`src/rtl/msg_pkg.sv`:
```
// Shared types and constants for the message transmit path.
package msg_pkg;

  // Frame builder sequencing states.
  typedef enum logic [2:0] {
    ST_IDLE = 3'd0,
    ST_HEAD = 3'd1,
    ST_READ = 3'd2,
    ST_LAST = 3'd3,
    ST_DONE = 3'd4
  } msg_state_e;

  // Frame sync word normally driven onto transmit_header.
  localparam logic [31:0] MSG_HEADER_DEFAULT = 32'hFDF7_EB90;

  // LSB positions of each field inside the 128-bit header word.
  localparam int HDR_SYNC_LSB  = 96;
  localparam int HDR_TYPE_LSB  = 92;
  localparam int HDR_CNT_LSB   = 72;
  localparam int HDR_SRC_LSB   = 64;
  localparam int HDR_DES_LSB   = 56;
  localparam int HDR_DTYPE_LSB = 48;
  localparam int HDR_CHAN_LSB  = 40;
  localparam int HDR_LEN_LSB   = 24;

  // Header fields as latched at frame start.
  typedef struct packed {
    logic [31:0] sync;
    logic [3:0]  frame_type;
    logic [15:0] frame_cnt;
    logic [7:0]  src_id;
    logic [7:0]  des_id;
    logic [7:0]  data_type;
    logic [7:0]  data_channel;
    logic [15:0] byte_len;
  } msg_hdr_t;

  // Places each field at its offset; reserved bits stay zero.
  function automatic logic [127:0] build_header(input msg_hdr_t h);
    logic [127:0] word;
    word = '0;
    word[HDR_SYNC_LSB  +: 32] = h.sync;
    word[HDR_TYPE_LSB  +: 4]  = h.frame_type;
    word[HDR_CNT_LSB   +: 16] = h.frame_cnt;
    word[HDR_SRC_LSB   +: 8]  = h.src_id;
    word[HDR_DES_LSB   +: 8]  = h.des_id;
    word[HDR_DTYPE_LSB +: 8]  = h.data_type;
    word[HDR_CHAN_LSB  +: 8]  = h.data_channel;
    word[HDR_LEN_LSB   +: 16] = h.byte_len;
    return word;
  endfunction

endpackage

```
`src/rtl/msg_transmit_drv_byte_packer.sv`:
```
// Packs a byte stream MSB-first into 128-bit words; flush emits a zero-padded partial word.
module byte_packer_128 (
  input  logic         sys_clk_i,
  input  logic         rst_n_i,
  input  logic         i_clr,
  input  logic         i_byte_valid,
  input  logic [7:0]   i_byte,
  input  logic         i_flush,
  output logic [127:0] o_word,
  output logic         o_word_valid
);

  logic [127:0] r_acc;
  logic [3:0]   r_lane;
  logic [127:0] r_word;
  logic         r_word_valid;
  logic [127:0] w_acc_ins;
  logic [6:0]   w_lsb;

  // Lane 0 lands in [127:120], lane 15 in [7:0]; ~lane equals 15-lane.
  always_comb begin
    w_lsb     = {~r_lane, 3'b000};
    w_acc_ins = r_acc;
    w_acc_ins[w_lsb +: 8] = i_byte;
  end

  // Accumulate bytes; a full word or a flush with pending bytes produces one output pulse.
  always_ff @(posedge sys_clk_i or negedge rst_n_i) begin
    if (!rst_n_i) begin
      r_acc        <= '0;
      r_lane       <= '0;
      r_word       <= '0;
      r_word_valid <= 1'b0;
    end else begin
      r_word_valid <= 1'b0;
      if (i_clr) begin
        r_acc  <= '0;
        r_lane <= '0;
      end else if (i_byte_valid) begin
        if (r_lane == 4'hF) begin
          r_word       <= w_acc_ins;
          r_word_valid <= 1'b1;
          r_acc        <= '0;
          r_lane       <= '0;
        end else begin
          r_acc  <= w_acc_ins;
          r_lane <= r_lane + 4'd1;
        end
      end else if (i_flush) begin
        if (r_lane != 4'd0) begin
          r_word       <= r_acc;
          r_word_valid <= 1'b1;
        end
        r_acc  <= '0;
        r_lane <= '0;
      end
    end
  end

  assign o_word       = r_word;
  assign o_word_valid = r_word_valid;

endmodule

```
`src/rtl/msg_transmit_drv.sv`:
```
// Per-channel frame builder: header word, then FIFO bytes packed into 128-bit payload words.
module msg_transmit_drv
  import msg_pkg::*;
#(
  parameter int ILA_CH = 0
) (
  input  logic         sys_clk_i,
  input  logic         rst_n_i,
  input  logic         transmit_start_pluse_i,
  output logic         send_done_o,
  input  logic [31:0]  transmit_header,
  input  logic [3:0]   transmit_frame_type,
  input  logic [15:0]  transmit_frame_cnt,
  input  logic [7:0]   transmit_src_id,
  input  logic [7:0]   transmit_des_id,
  input  logic [7:0]   transmit_data_type,
  input  logic [7:0]   transmit_data_channel,
  output logic         rd_clk_o,
  output logic         rd_en_o,
  input  logic [7:0]   din_i,
  input  logic [15:0]  data_count_i,
  input  logic         empty_i,
  output logic         flow_valid_o,
  output logic [127:0] flow_data_o
);

  // Channel index is only a debug tag; a negative value is meaningless.
  if (ILA_CH < 0) begin : g_ila_ch_negative
  end

  msg_state_e   r_state;
  msg_state_e   w_state_next;
  logic         r_start_d;
  logic         w_start_edge;
  msg_hdr_t     w_hdr_fields;
  logic [127:0] r_hdr_word;
  logic         r_hdr_valid;
  logic [15:0]  r_len;
  logic [15:0]  r_req_cnt;
  logic [15:0]  r_cap_cnt;
  logic         r_rd_en_d;
  logic         w_cap;
  logic         w_last_byte;
  logic         w_rd_en;
  logic         w_flush;
  logic         w_done;
  logic [127:0] w_pack_word;
  logic         w_pack_valid;
  logic [127:0] r_flow_hold;
  logic         w_flow_valid;
  logic [127:0] w_flow_data;

  assign rd_clk_o = sys_clk_i;

  // Start is a rising edge of the request level, accepted only while idle.
  assign w_start_edge = transmit_start_pluse_i & ~r_start_d & (r_state == ST_IDLE);
  // A byte requested last cycle is on din_i now (standard-mode FIFO).
  assign w_cap        = r_rd_en_d;
  assign w_last_byte  = w_cap && (r_cap_cnt == r_len - 16'd1);

  // Header fields sampled at the moment of the start edge.
  always_comb begin
    w_hdr_fields              = '0;
    w_hdr_fields.sync         = transmit_header;
    w_hdr_fields.frame_type   = transmit_frame_type;
    w_hdr_fields.frame_cnt    = transmit_frame_cnt;
    w_hdr_fields.src_id       = transmit_src_id;
    w_hdr_fields.des_id       = transmit_des_id;
    w_hdr_fields.data_type    = transmit_data_type;
    w_hdr_fields.data_channel = transmit_data_channel;
    w_hdr_fields.byte_len     = data_count_i;
  end

  // State register.
  always_ff @(posedge sys_clk_i or negedge rst_n_i) begin
    if (!rst_n_i) r_state <= ST_IDLE;
    else          r_state <= w_state_next;
  end

  // Next-state and per-state control outputs.
  always_comb begin
    w_state_next = r_state;
    w_rd_en      = 1'b0;
    w_flush      = 1'b0;
    w_done       = 1'b0;
    case (r_state)
      ST_IDLE: if (w_start_edge) w_state_next = ST_HEAD;
      ST_HEAD: w_state_next = (r_len != 16'd0) ? ST_READ : ST_DONE;
      ST_READ: begin
        // Stall indefinitely on empty; stop requesting once length is reached.
        w_rd_en = !empty_i && (r_req_cnt < r_len);
        if (w_last_byte) w_state_next = ST_LAST;
      end
      ST_LAST: begin
        w_flush      = 1'b1;
        w_state_next = ST_DONE;
      end
      ST_DONE: begin
        w_done       = 1'b1;
        w_state_next = ST_IDLE;
      end
      default: w_state_next = ST_IDLE;
    endcase
  end

  // Track the request level so a held-high start does not retrigger.
  always_ff @(posedge sys_clk_i or negedge rst_n_i) begin
    if (!rst_n_i) r_start_d <= 1'b0;
    else          r_start_d <= transmit_start_pluse_i;
  end

  // Latch the header word and length at start; header strobes in the following cycle.
  always_ff @(posedge sys_clk_i or negedge rst_n_i) begin
    if (!rst_n_i) begin
      r_hdr_word  <= '0;
      r_hdr_valid <= 1'b0;
      r_len       <= '0;
    end else begin
      r_hdr_valid <= w_start_edge;
      if (w_start_edge) begin
        r_hdr_word <= build_header(w_hdr_fields);
        r_len      <= data_count_i;
      end
    end
  end

  // Bytes requested / captured this frame, plus the one-cycle read-data delay.
  always_ff @(posedge sys_clk_i or negedge rst_n_i) begin
    if (!rst_n_i) begin
      r_req_cnt <= '0;
      r_cap_cnt <= '0;
      r_rd_en_d <= 1'b0;
    end else begin
      r_rd_en_d <= w_rd_en;
      if (w_start_edge) begin
        r_req_cnt <= '0;
        r_cap_cnt <= '0;
      end else begin
        if (w_rd_en) r_req_cnt <= r_req_cnt + 16'd1;
        if (w_cap)   r_cap_cnt <= r_cap_cnt + 16'd1;
      end
    end
  end

  byte_packer_128 u_packer (
    .sys_clk_i    (sys_clk_i),
    .rst_n_i      (rst_n_i),
    .i_clr        (w_start_edge),
    .i_byte_valid (w_cap),
    .i_byte       (din_i),
    .i_flush      (w_flush),
    .o_word       (w_pack_word),
    .o_word_valid (w_pack_valid)
  );

  // Header and payload never strobe in the same cycle; between strobes the last word is held.
  assign w_flow_valid = r_hdr_valid | w_pack_valid;
  assign w_flow_data  = r_hdr_valid  ? r_hdr_word  :
                        w_pack_valid ? w_pack_word : r_flow_hold;

  // Remember the last word put on the bus.
  always_ff @(posedge sys_clk_i or negedge rst_n_i) begin
    if (!rst_n_i)          r_flow_hold <= '0;
    else if (w_flow_valid) r_flow_hold <= w_flow_data;
  end

  assign flow_valid_o = w_flow_valid;
  assign flow_data_o  = w_flow_data;
  assign rd_en_o      = w_rd_en;
  assign send_done_o  = w_done;

endmodule

```
`config.mk`:
```
export PLATFORM = sky130hd
export DESIGN_NAME = msg_transmit_drv
export DESIGN_NICKNAME = d
export VERILOG_FILES = /design/src/rtl/msg_pkg.sv /design/src/rtl/msg_transmit_drv_byte_packer.sv /design/src/rtl/msg_transmit_drv.sv
export SDC_FILE = /design/constraint.sdc
export NUM_CORES = 1
export LEC_CHECK = 0
export ABC_AREA = 1
export CAP_MARGIN = 0
export CELL_PAD_IN_SITES_DETAIL_PLACEMENT = 0
export CELL_PAD_IN_SITES_GLOBAL_PLACEMENT = 1
export CORE_MARGIN = 4
export CORE_UTILIZATION = 30
export DETAILED_ROUTE_END_ITERATION = 10
export HOLD_SLACK_MARGIN = 0.06
export PLACE_DENSITY = 0.63
export SYNTH_ARGS = -nofsm -noshare
export SYNTH_HDL_FRONTEND = slang
export SYNTH_SLANG_ARGS = --single-unit
```
`constraint.sdc`:
```
create_clock -name sys_clk_i -period 2.85 [get_ports sys_clk_i]
set_clock_uncertainty 0.2 [all_clocks]
set_input_delay 0.285 -clock sys_clk_i [delete_from_list [all_inputs] [get_ports sys_clk_i]]
set_output_delay 0.285 -clock sys_clk_i [all_outputs]
set_load 0.01 [all_outputs]
```
# == After elaboration in Yosys (flattened, before gate mapping) ==
# Cells that the tools add are included.
# totals
regBits,543
word_cells,80
output_inout_bits,132
input_bits,112
# op_classes
n_mux,31
n_addsub,5
order_cmp,1
n_eq_ne,9
n_reduce_logical,13
shift,2
bitwise_logic,6
# op_table
operator,count
$mux W128,10
$bwmux W128,1
$shift A8 B9 Y128 const A,1
$shiftx A8 B9 Y128,1
$mux W16,4
$add A16 B1 Y16 const B,2
$eq A16 B16 Y1,1
$lt A16 B16 Y1,1
$mux W4,4
$reduce_bool A16 Y1,1
$sub A16 B1 Y16 const B,1
$pmux W3 S4,1
$mux W3,3
$neg A7 Y9,1
$mux W1,8
$reduce_bool A2 Y1,4
$eq A3 B2 Y1 const B,2
$add A4 B1 Y4 const B,1
$eq A4 B4 Y1 const B,1
$ne A2 B2 Y1 const B,2
$not A4 Y4,1
$reduce_and A4 Y1,1
$reduce_bool A4 Y1,1
$eq A3 B1 Y1 const B,1
10 further kinds,13

# == Depth between registers and ports, before layout ==
# logic_depth
ltp_word,7
mapped_depth,17
depth_no_buf,17

# == Hierarchy ==
# Synthesis repeated with hierarchy kept, for this count alone.
# hier_totals
hier_cells,3471
area_unflattened_um2,26888.3
# modules_own_cells
mod,seq_area_each_um2,instances,area_each_um2,cells_each
byte_packer_128,6531.3,1,13474.2,1837
msg_transmit_drv,6656.4,1,13414.1,1634

==> summary by stage <==
Layout
The library cells used most frequently in the layout, excluding fill and tap cells, are nand2_1 (802), dfrtp_1 (523), inv_1 (395). Leaving out fill and tap cells, the most frequent cell in the layout is nand2_1. The area growth from synthesis to layout is 33.7%.

Measured on the finished design, the core utilization comes to 0.407. The fraction of layout instances using a drive strength above 1 is 0.156. The area taken by flip-flops and latches is 13200 um2. Fill cells in the final layout number 8524. The area of the multi-input gates is 10800 um2. The final layout contains 3616 nets. The count of non-filler cells in the finished layout is 4662. The number of diodes added for antenna fixing is 0.

Clocking
TritonCTS built the clock tree. The clock reaches the later pin of the worst-skew pair after 0.72 ns. Clock-pin slew was measured on the worst setup and hold paths at 0.06 ns.

Placement
The number of cells after detailed placement is 4385. The final weighted congestion in routability-driven placement is 0.833. During placement, the flow inserted port buffers numbering 243. Once detailed placement completed, the half-perimeter wirelength came to 55.3 mm.

Critical path
Traced cell by cell, the critical path runs through or2_4, buf_16, buf_12, buf_12, o221ai_4, buf_6. Counting both buffers and inverters, the worst setup path holds a total of 4. The worst setup path is of the flop to output pin kind. Data arrives at the worst endpoint at 2.41 ns. The largest single stage delay on the critical path is 0.48 ns. Among the stages of the critical path, the cell type that occurs most often is buf_12. The cell with the biggest individual delay on the critical path is dfrtp_4. STA classifies the critical path startpoint as a flop. Grouping stages by cell kind, the critical path spends the most delay in buffers and inverters. For the worst setup path, the data required time is 2.37 ns. The worst setup path is captured at an output pin. In this run the worst path has a maximum fanout of 7.

Floorplan
The number of rows created at floorplan is 106. The die width is 300 um. The core region is 84100 um2.

For this configuration, the core starts out at a cell density of 0.304. The overall die height is 300 um. The die covers 90000 um2. 244 I/O pins were placed.

Pwr
The peak supply drop is 541 uV. The ratio of total power to cell area is 997 nW/um2. The leakage power figure is 15.1 nW.

Global routing
The global routing usage summed across all routing layers is 0.201. Entering global routing, the biggest net connects 120 pins. The number of antenna violations at the first check in global routing is 0. Global routing finished with a remaining overflow of 0. The via count of the first global-routing pass is 22802. The first global-routing pass estimated 141 mm of wire.

STA
The pin slew with the least headroom to its limit is 0.806 ns. The count of endpoints failing setup in the final report is 5. Setup slack on the critical path of the routed design comes to -0.0419 ns. The worst max-slew margin expressed relative to the limit is 0.463. The post-route clock period utilization is 1.01. The minimum clock period is 2.89 ns. Setup repair after global routing could not meet its margin everywhere. For this run, the top clock speed supported by timing is 346 MHz. The number of hold violations in the final report is 0. The final max-slew violation count was 0.

Route
After detailed routing, the number of vias per cell comes to 4.91. The overall routed net length is 91.5 mm. The first TritonRoute pass finished after 6 iterations. Summing over every cut layer, the via total after detailed routing is 22871. The detailed router's first-iteration violation count is 1593. In the routed design, unresolved DRC markers number 0.

The routed wirelength normalized by instance count is 19.6 um. The number of nets with antenna violations after detailed routing is 0.

Synthesis
The portion of the post-synthesis area used by sequential elements is 0.515. In this run, distinct cell masters in the synthesized netlist total 41. The flip-flop and latch count after synthesis is 527. The largest total area in the synthesized netlist belongs to dfrtp_1. In this run, synthesis inferred 0 flip-flops with an integrated enable. The number of nets handed over by synthesis was 3214.

The total number of yosys warnings is 0. The average size of a mapped cell is 8.31 um2. The summed instance area of the synthesized netlist is 25600 um2. Sorting the synthesized cells by area gives the leading types as dfrtp_1 (52%), nand2_1 (12%), inv_1 (5.8%). In the synthesized netlist, the number of instances is 3080. The async set-or-reset flop fraction in the synthesized netlist is 1.00. The dominant synthesized flop cell is dfrtp_1. The share of synthesized area in the top cell type comes to 0.515.

Outcome
The checks that failed: negative setup slack. The run finished, with violations left.

Worst hold path
The path class of the tightest hold or removal check is input pin to flop.

Run
Across the run, the number of max-cap violations was 0.
routing by layer:
layer	share of wire	vias to the layer above	global-route usage	wire length, um
met5	0	-	0	0
met4	0.025	0	0.0527	2280
met3	0.043	123	0.0303	3970
met2	0.46	453	0.321	42000
met1	0.47	11139	0.287	43300
li1	-	11156	-	-
kinds of logic (layout without fill, tap and decap cells):
kind of cell	count (synthesis)	in the layout	share of synthesized area
AOI/OAI and AO/OA	767	767	0.193
xor gates and xnor gates	24	24	0.00821
adders and majority gates	22	22	0.0108
buffers and inverters	607	1055	0.0928
DFF	527	527	0.515
and+or+nand+nor	1133	1133	0.180
metrics by stage:
step / area (um2) / hold slack, ns / total power [mW] / setup slack (ns) / setup TNS [ns]
2_1_floorplan: 25600 / -0.211 / 18.1 / 0.343 / 0
3_3_place_gp: 29900 / 0.188 / 24.1 / 0.278 / 0
3_5_place_dp: 29900 / 0.186 / 24.2 / 0.303 / 0
4_1_cts: 34000 / 0.154 / 34.2 / -0.110 / -2.64
5_1_grt: 34200 / 0.180 / 36.4 / -0.107 / -1.56
6_report: 34200 / 0.204 / 34.1 / -0.0419 / -0.134
path summary, 6_finish.rpt:
kind                                                 from                              end  slack [ns]  depth (start not counted)
max                                 r_hdr_valid$_DFF_PN0_                  flow_data_o[29]       -0.04                          6
min                                              din_i[3]   u_packer.r_acc[51]$_DFFE_PN0P_        0.20                          3
max reg2reg                u_packer.r_lane[1]$_DFFE_PN0P_  u_packer.o_word[62]$_DFFE_PN0P_        0.24                          9
min reg2reg                   r_hdr_word[124]$_DFFE_PN0P_      r_hdr_word[124]$_DFFE_PN0P_        0.27                          2
max in group asynchronous                         rst_n_i            r_hdr_valid$_DFF_PN0_        1.31                          4
min in group asynchronous                         rst_n_i   u_packer.r_acc[57]$_DFFE_PN0P_        0.45                          3
where the power goes:
group          leakage, nW  internal [mW]  switching, mW
Clock                 1.07           4.90           3.49
Sequential            6.91           9.79           1.16
Combinational         7.15           5.85           8.94
Total                 15.1           20.5           13.6
worst register-to-register path, delay by kind of cell, from the launching register on:
family,cells,cell delay [ns]
AO/OA/AOI/OAI,4,0.78
adder cells (fa/ha/maj),1,0.23
buffers and inverters,2,0.56
flip-flops,1,0.45
AND/OR/NAND/NOR,2,0.27
cell usage after synthesis, types with 3 or more instances:
library cell  instances
ha_1                 22
nand3_1             108
o221ai_1            116
inv_2                 9
o211ai_1            159
o21ai_2               5
buf_6                 4
nor3_1               32
nor2_1              144
or2_2                15
a31oi_1              54
buf_2                38
a21oi_1              30
nand4_1               9
nor2_4                3
o22ai_1             125
buf_1                20
xor2_1               19
o21ai_1              27
xnor2_1               5
buf_4                 4
nand2_2               4
dfrtp_1             527
clkbuf_1            130
nand2_4               5
nand2_1             804
inv_1               398
o21ai_0             246
sequential cells by signal (all words and copies together) (netlist names):
| name | cells |
|---|---|
| r_cap_cnt | 16 |
| r_flow_hold | 128 |
| r_hdr_valid | 1 |
| r_hdr_word | 85 |
| r_len | 15 |
| r_rd_en_d | 1 |
| r_req_cnt | 16 |
| r_start_d | 1 |
| r_state | 3 |
| u_packer.o_word | 128 |
| u_packer.o_word_valid | 1 |
| u_packer.r_acc | 128 |
| u_packer.r_lane | 4 |
what timing repair did:
item / 4_1_cts / 5_1_grt
resized for setup: 626 / 54
endpoints found under the hold margin: 628 / 0
pin swaps: 21 / 27
setup endpoints to repair: 129 / 93
buffers inserted: 40 / 6
cloned: 14 / 2
hold buffers: 104 / 0
layout make-up:
cell class | instances | share of cell area
clock buffer | 89 | 0.0555
clock inverter | 29 | 0.00717
inverter | 411 | 0.0457
multi-input combinational | 1946 | 0.315
sequential | 527 | 0.386
tap | 1134 | 0.0415
timing repair buffer | 526 | 0.150
Power figures use the tool's default switching activity.
